## src/rtl/cpu_pkg.sv

```systemverilog
// cpu_pkg: shared definitions for the program-counter sequencer.
//   state_e        : sequencer state encoding (also visible on the debug port)
//   CPU_ADDR_W     : PC / branch target width
//   CPU_INS_W      : instruction width
//   CPU_RESET_VEC  : default boot address
package cpu_pkg;

    localparam int CPU_ADDR_W = 24;
    localparam int CPU_INS_W  = 24;
    localparam logic [CPU_ADDR_W-1:0] CPU_RESET_VEC = 24'h000000;

    typedef enum logic [2:0] {
        ST_IDLE     = 3'd0,
        ST_BOOT     = 3'd1,
        ST_FETCH    = 3'd2,
        ST_DECODE   = 3'd3,
        ST_EXEC     = 3'd4,
        ST_REDIRECT = 3'd5,
        ST_HALT     = 3'd6
    } state_e;

endpackage

```

## src/rtl/pc_sequencer_retire_counter.sv

```systemverilog
// retire_counter: free-running count of retired instructions.
//   clk, reset : clock, asynchronous active-high reset (clears count)
//   en         : add one this cycle
//   count      : current count, wraps modulo 2^W
module retire_counter #(
    parameter int W = 32
) (
    input  logic         clk,
    input  logic         reset,
    input  logic         en,
    output logic [W-1:0] count
);

    always_ff @(posedge clk or posedge reset) begin
        if (reset) begin
            count <= '0;
        end else if (en) begin
            count <= count + 1'b1;
        end
    end

endmodule

```

## src/rtl/pc_sequencer.sv

```systemverilog
// pc_sequencer: fetch/execute controller that owns the program counter's
// write, increment and C-bus inputs.
//   clk, reset        : clock, asynchronous active-high reset
//   start             : begin execution (looked at in IDLE only)
//   imem_req/imem_ack : fetch handshake; imem_req is held for all of FETCH and
//                       the instruction is taken in the cycle imem_ack is high
//   imem_data         : fetched instruction
//   ir, ir_valid      : instruction register, valid in DECODE and EXEC
//   halt_ins          : decoded halt, looked at in DECODE
//   stall, exec_done  : execute handshake; a stall masks exec_done
//   branch_taken      : qualifies exec_done, redirect to branch_target
//   pc_write, pc_inc  : PC controls, never both high
//   pc_c_bus          : value loaded on pc_write, zero otherwise
//   state, busy       : debug state encoding, high outside IDLE/HALT
//   retired           : count of completed instructions
module pc_sequencer
    import cpu_pkg::*;
#(
    parameter int                ADDR_W    = CPU_ADDR_W,
    parameter int                INS_W     = CPU_INS_W,
    parameter logic [ADDR_W-1:0] RESET_VEC = CPU_RESET_VEC,
    parameter int                CNT_W     = 32
) (
    input  logic              clk,
    input  logic              reset,
    input  logic              start,
    output logic              imem_req,
    input  logic              imem_ack,
    input  logic [INS_W-1:0]  imem_data,
    output logic [INS_W-1:0]  ir,
    output logic              ir_valid,
    input  logic              halt_ins,
    input  logic              stall,
    input  logic              exec_done,
    input  logic              branch_taken,
    input  logic [ADDR_W-1:0] branch_target,
    output logic              pc_write,
    output logic              pc_inc,
    output logic [ADDR_W-1:0] pc_c_bus,
    output logic [2:0]        state,
    output logic              busy,
    output logic [CNT_W-1:0]  retired
);

    state_e            cur_state;
    state_e            nxt_state;
    logic [ADDR_W-1:0] target;
    logic              fetch_hit;
    logic              retire;

    // Qualified handshakes: acks and completions outside their states are ignored.
    assign fetch_hit = (cur_state == ST_FETCH) && imem_ack;
    assign retire    = (cur_state == ST_EXEC) && !stall && exec_done;

    always_ff @(posedge clk or posedge reset) begin
        if (reset) begin
            cur_state <= ST_IDLE;
            ir        <= '0;
            target    <= '0;
        end else begin
            cur_state <= nxt_state;
            if (fetch_hit) begin
                ir <= imem_data;
            end
            if (retire && branch_taken) begin
                target <= branch_target;
            end
        end
    end

    always_comb begin
        nxt_state = cur_state;
        unique case (cur_state)
            ST_IDLE:     if (start) nxt_state = ST_BOOT;
            ST_BOOT:     nxt_state = ST_FETCH;
            ST_FETCH:    if (imem_ack) nxt_state = ST_DECODE;
            ST_DECODE:   nxt_state = halt_ins ? ST_HALT : ST_EXEC;
            ST_EXEC:     if (retire) nxt_state = branch_taken ? ST_REDIRECT : ST_FETCH;
            ST_REDIRECT: nxt_state = ST_FETCH;
            ST_HALT:     nxt_state = ST_HALT;
            default:     nxt_state = ST_IDLE;
        endcase
    end

    // Moore outputs. pc_write and pc_inc come from disjoint states so the
    // PC's increment-over-write priority can never swallow a load.
    always_comb begin
        imem_req = 1'b0;
        ir_valid = 1'b0;
        pc_write = 1'b0;
        pc_inc   = 1'b0;
        pc_c_bus = '0;
        busy     = 1'b1;
        unique case (cur_state)
            ST_IDLE:     busy = 1'b0;
            ST_BOOT:     begin pc_write = 1'b1; pc_c_bus = RESET_VEC; end
            ST_FETCH:    imem_req = 1'b1;
            ST_DECODE:   begin pc_inc = 1'b1; ir_valid = 1'b1; end
            ST_EXEC:     ir_valid = 1'b1;
            ST_REDIRECT: begin pc_write = 1'b1; pc_c_bus = target; end
            ST_HALT:     busy = 1'b0;
            default:     busy = 1'b0;
        endcase
    end

    assign state = cur_state;

    retire_counter #(.W(CNT_W)) u_retire (
        .clk   (clk),
        .reset (reset),
        .en    (retire),
        .count (retired)
    );

endmodule

```

## config.mk

```make
export PLATFORM = sky130hd
export DESIGN_NAME = pc_sequencer
export DESIGN_NICKNAME = d
export VERILOG_FILES = /design/src/rtl/cpu_pkg.sv /design/src/rtl/pc_sequencer_retire_counter.sv /design/src/rtl/pc_sequencer.sv
export SDC_FILE = /design/constraint.sdc
export NUM_CORES = 1
export LEC_CHECK = 0
export ABC_AREA = 1
export ABC_CLOCK_PERIOD_IN_PS = 2900
export BUFFER_PORTS_ARGS = -buffer_cell sky130_fd_sc_hd__buf_2
export CORE_ASPECT_RATIO = 0.7
export CORE_MARGIN = 4
export CORE_UTILIZATION = 45
export CTS_BUF_LIST = sky130_fd_sc_hd__clkbuf_8
export DETAILED_ROUTE_END_ITERATION = 10
export HOLD_SLACK_MARGIN = 0.03
export PLACE_DENSITY = 0.73
export SETUP_SLACK_MARGIN = 0.15
export SLEW_MARGIN = 20
export SYNTH_ARGS = -nofsm -noshare
export SYNTH_HDL_FRONTEND = slang
export SYNTH_SLANG_ARGS = --single-unit
```

## constraint.sdc

```tcl
create_clock -name clk -period 2.9 [get_ports clk]
set_input_delay 0.58 -clock clk [delete_from_list [all_inputs] [get_ports clk]]
set_output_delay 0.58 -clock clk [all_outputs]
set_load 0.02 [all_outputs]
```

Yosys cells after proc, flatten, opt, wreduce, memory -nomap -nowiden
Cells that the tools add are included.
{"block": "totals", "register_bits": 83, "latchBits": 0, "ram_bits": 0, "rom_bits": 0, "in_bits": 56, "output_inout_bits": 88, "elab_cells": 36, "n_memories": 0}
{"block": "op_classes", "add_sub_neg": 1, "multipliers": 0, "n_div": 0, "order_cmp": 0, "n_eq_ne": 9, "shift": 0, "mux": 12, "bitwise": 0, "n_reduce_logical": 10}
{"op": "32-bit by 1-bit adder with 32-bit output, second input constant", "count": 1}
{"op": "24-bit two-way mux", "count": 1}
{"op": "3-bit one-hot mux with 6 select lines", "count": 1}
{"op": "3-bit two-way mux", "count": 4}
{"op": "3-bit equality test, second input constant", "count": 3}
{"op": "3-bit by 2-bit equality test with 1-bit output, second input constant", "count": 2}
{"op": "2-bit inequality test, second input constant", "count": 3}
{"op": "1-bit two-way mux", "count": 5}
{"op": "5-bit OR reduction", "count": 1}
{"op": "1-bit logical AND", "count": 4}
{"op": "2-bit OR reduction", "count": 2}
{"op": "3-bit by 1-bit equality test with 1-bit output, second input constant", "count": 1}
{"op": "3-bit zero test", "count": 1}
{"op": "3-bit AND reduction", "count": 1}
{"op": "2-bit two-way mux", "count": 1}
{"op": "1-bit zero test", "count": 1}

Logic depth before layout (Yosys ltp)
{"block": "logic_depth", "word_depth": 5, "depth_mapped": 9, "ltp_nobuf": 9}

By module
Synthesis repeated with hierarchy kept, for this count alone.
{"block": "hier_totals", "cells_unflattened": 486, "hier_area_um2": 4040.1}
{"module": "pc_sequencer", "n_inst": 1, "cells_each": 279, "area_each_um2": 2309.7}
{"module": "retire_counter", "n_inst": 1, "cells_each": 207, "area_each_um2": 1730.4}

Worst setup path after synthesis
No wires, ideal clock.
{"block": "synth_timing", "kind": "flip-flop to output port", "from": "register cur_state[0] (netlist: state[0])", "to": "output port pc_c_bus[10]", "arrival_time_ns": 1.710, "required_time_ns": 2.320, "setup_slack_ns": 0.610, "path_stages_with_launch": 6, "path_cell_list": "dfrtp_1 > inv_1 > nor2_1 > nand2_1 > clkbuf_1 > nor2_1"}
{"block": "synth_via", "elab_chain_cells": 2}
{"element": "from (decl)", "line": "pc_sequencer.sv:45", "text": "state_e cur_state;"}
{"element": "from (signal assigned)", "line": "pc_sequencer.sv:61", "text": "cur_state <= nxt_state;"}
{"element": "3-bit equality test", "line": "pc_sequencer.sv:94", "text": "unique case (cur_state)"}
{"element": "24-bit two-way mux", "line": "pc_sequencer.sv:94"}
{"element": "to (decl)", "line": "pc_sequencer.sv:39", "text": "output logic [ADDR_W-1:0] pc_c_bus,"}
No other way between the ends.

Worst setup path in the final report
{"block": "layout_timing", "from": "register cur_state[0] (netlist: state[0])", "to": "output port pc_c_bus[1]"}
Same word-level chain as after synthesis.

==> impl_metrics.py <==
metrics = {
    "yosys": {
        "syn_area_per_cell_um2": 8.04,
        "synthAdderAreaFrac_pct": 0.306,
        "syn-cell-area_mm2": 0.00409,
        "synth.mux.area_fraction_pct": 0,
        "synth_cells": 508,
        "synth_compound_area_share_pct": 5.79,
        "ys_seq_elements": 83,
        "synth_simple_gate_area_share_pct": 31.3,
        "syn-num-nets": 565,
        "synth_xor_area_share_pct": 3.64,
        "ys_types": 26,
        "yosys_warnings": 0,
        "synth_top_family_by_area": "simple AND/OR/NAND/NOR gates",
        "seq_area_frac_synth_pct": 50.8,
    },
    "floorplan": {
        "dieArea_mm2": 0.0107,
        "io_pins": 144,
        "fp-row-count": 28,
        "die_x_um": 122,
        "start_util_pct": 47.2,
        "core_mm2": 0.00865,
        "die_h_um": 87.7,
    },
    "critical_path": {
        "critical_path_class": "flop to primary output",
        "cp_slowest_cell": "dfrtp_1",
        "crit_path_end_kind": "primary output",
        "cpPeakStageDelay_ps": 540,
        "reg2reg_from": "state[2]",
        "cp-startpoint": "state[0]",
        "path_cells": "inv_1 > nor2_1 > nand2_2 > nor2_1 > buf_2",
        "crit_top_cell": "nor2_1",
        "cp.arrival_ps": 1820,
        "cp.required_ps": 2320,
        "cp-start-kind": "flop",
        "critPathMaxFanout": 24,
    },
    "sta": {
        "rsz0062_at_grt": "no",
        "min_period_over_period_pct": 82.8,
        "tns_ps": 0,
        "hold_violations": 0,
        "postLayoutSetupSlackWorst_ps": 500,
        "maxSlewHeadroom_pct": 49.5,
        "drv_slew": 0,
        "period_needed_ps": 2400,
        "worst_pin_slew_ps": 756,
        "setup_viol": 0,
        "fin_skew_ps": 9.26,
        "fmax_mhz": 417,
    },
    "drt": {
        "num_vias": 3713,
        "ant_nets": 0,
        "dr.pass1.iters": 5,
        "route.detailed.drc": 0,
        "wl_um": 10200,
        "wl_per_cell_um": 13.2,
        "vias_per_cell": 4.81,
        "drt_iter0_markers": 234,
    },
    "final_layout": {
        "final_cell_mix": "143 x buf_2, 132 x nand2_1, 90 x nor2_1",
        "fill_cells": 806,
        "final_util_pct": 59.0,
        "antenna_cells": 0,
        "final_net_count": 707,
        "area_delta_synth_final_pct": 25.0,
        "fin_area_mm2": 0.00511,
        "drive_above_1_share_pct": 29.3,
        "final_common_cell": "buf_2",
    },
    "power": {
        "power_density_mw_per_mm2": 779,
        "power_leakage_nw": 2.91,
        "total_power_mw": 3.98,
        "worst_ir_drop_vdd_mv": 0.497,
    },
    "clock_network": {
        "cts_sinks": 83,
        "cts_tree": "built",
        "holdBufCountCts": 0,
        "clockBufferDepth": 2,
        "clock_latency_ps": 360,
        "cts_resized": 0,
        "cts_setup_buffers": 0,
        "cts-root-buf": "clkbuf_8",
        "cts.htree.levels": 3,
        "cts_made_buffers": 9,
        "path_clk_slew_ps": 80,
    },
    "grt": {
        "antenna_found_initial": 0,
        "grt_pass1_vias": 3554,
        "grt_max_degree": 84,
        "grt.total_usage_pct": 19.7,
        "grt_pass1_wl_um": 16700,
        "overflow": 0,
    },
    "status": {
        "outcome": "finished clean",
    },
    "worst_hold_path": {
        "hold_class": "primary input to asynchronous set/reset pin",
    },
    "run": {
        "cap_violations": 0,
    },
    "placement": {
        "place_ws_ps": 672,
        "hpwlAfterDp_um": 7620,
        "place_congestion": 0.855,
        "place_area_mm2": 0.00490,
        "port_buffers": 143,
    },
}
synthesized netlist by cell type:
master / number / area share [%]
nand2_1: 133 / 12
nor2_1: 90 / 8.3
dfrtp_1: 83 / 51
inv_1: 64 / 5.9
nand3_1: 47 / 5.8
a21oi_2: 20 / 4.3
nand4_1: 11 / 1.7
xor2_1: 9 / 1.9
xnor2_1: 8 / 1.7
buf_2: 6 / 0.74
clkbuf_1: 6 / 0.55
a21oi_1: 5 / 0.61
nor3_1: 4 / 0.49
o21ai_0: 4 / 0.49
buf_6: 3 / 0.83
nor2_2: 3 / 0.46
nand2_4: 2 / 0.55
nor2_4: 2 / 0.55
and3_1: 1 / 0.15
ha_1: 1 / 0.31
inv_2: 1 / 0.092
nand4_4: 1 / 0.52
nor2_8: 1 / 0.49
nor3b_1: 1 / 0.18
o21bai_1: 1 / 0.18
o22a_1: 1 / 0.21
power by group:
| part | internal [mW] | switching (mW) | leakage [nW] |
|---|---|---|---|
| combinational | 0.469 | 0.959 | 1.83 |
| clock | 0.493 | 0.395 | 0.104 |
| sequential | 1.48 | 0.184 | 0.980 |
sequential cells by signal, indices dropped and copies added (netlist names):
register / flops
ir: 24
target: 24
u_retire.count: 32
state: 3
critical path: cells and delay by family (launching register included):
kind	cells	cell delay (ps)
and+or+nand+nor	3	650
buffers and inverters	2	260
DFF	1	540
cells by family (layout without fill, tap and decap cells):
group	Yosys count	in the layout
flops	83	83
xor+xnor	17	17
simple gates	296	296
compound gates	31	31
buf+inv	80	224
fa+ha+maj	1	1
metrics by stage:
step,hold WS (ps),std cells
after floorplan,480,508
after global placement,450,759
after detailed placement,454,759
after CTS,317,772
after global routing,333,772
final,290,772
final cells by class:
cell class / count / area, um^2 / area share, %
clock buffers: 10 / 138 / 2.70
flip-flops and latches: 83 / 2080 / 40.7
well taps: 120 / 150 / 2.94
clock inverters: 3 / 65.1 / 1.27
repair buffers: 146 / 751 / 14.7
multi-input cells: 345 / 1680 / 32.9
inverters: 65 / 245 / 4.80
path summary, 6_finish.rpt:
kind | end | slack, ps | depth (start not counted)
max | pc_c_bus[1] | 500 | 5
min | u_retire.count[8] | 290 | 3
max reg2reg | ir[17] | 890 | 6
min reg2reg | ir[14] | 470 | 2
max in group asynchronous | target[16] | 2250 | 3
min in group clk | ir[9] | 450 | 3
routing by layer:
layer,vias up,global-route usage [%],routed length [um]
li1,1851,-,-
met3,13,7.36,817
met1,1726,26.0,4560
met2,123,30.8,4680
met5,-,0,0
met4,0,5.29,104
(Power assumes the default switching activity.)
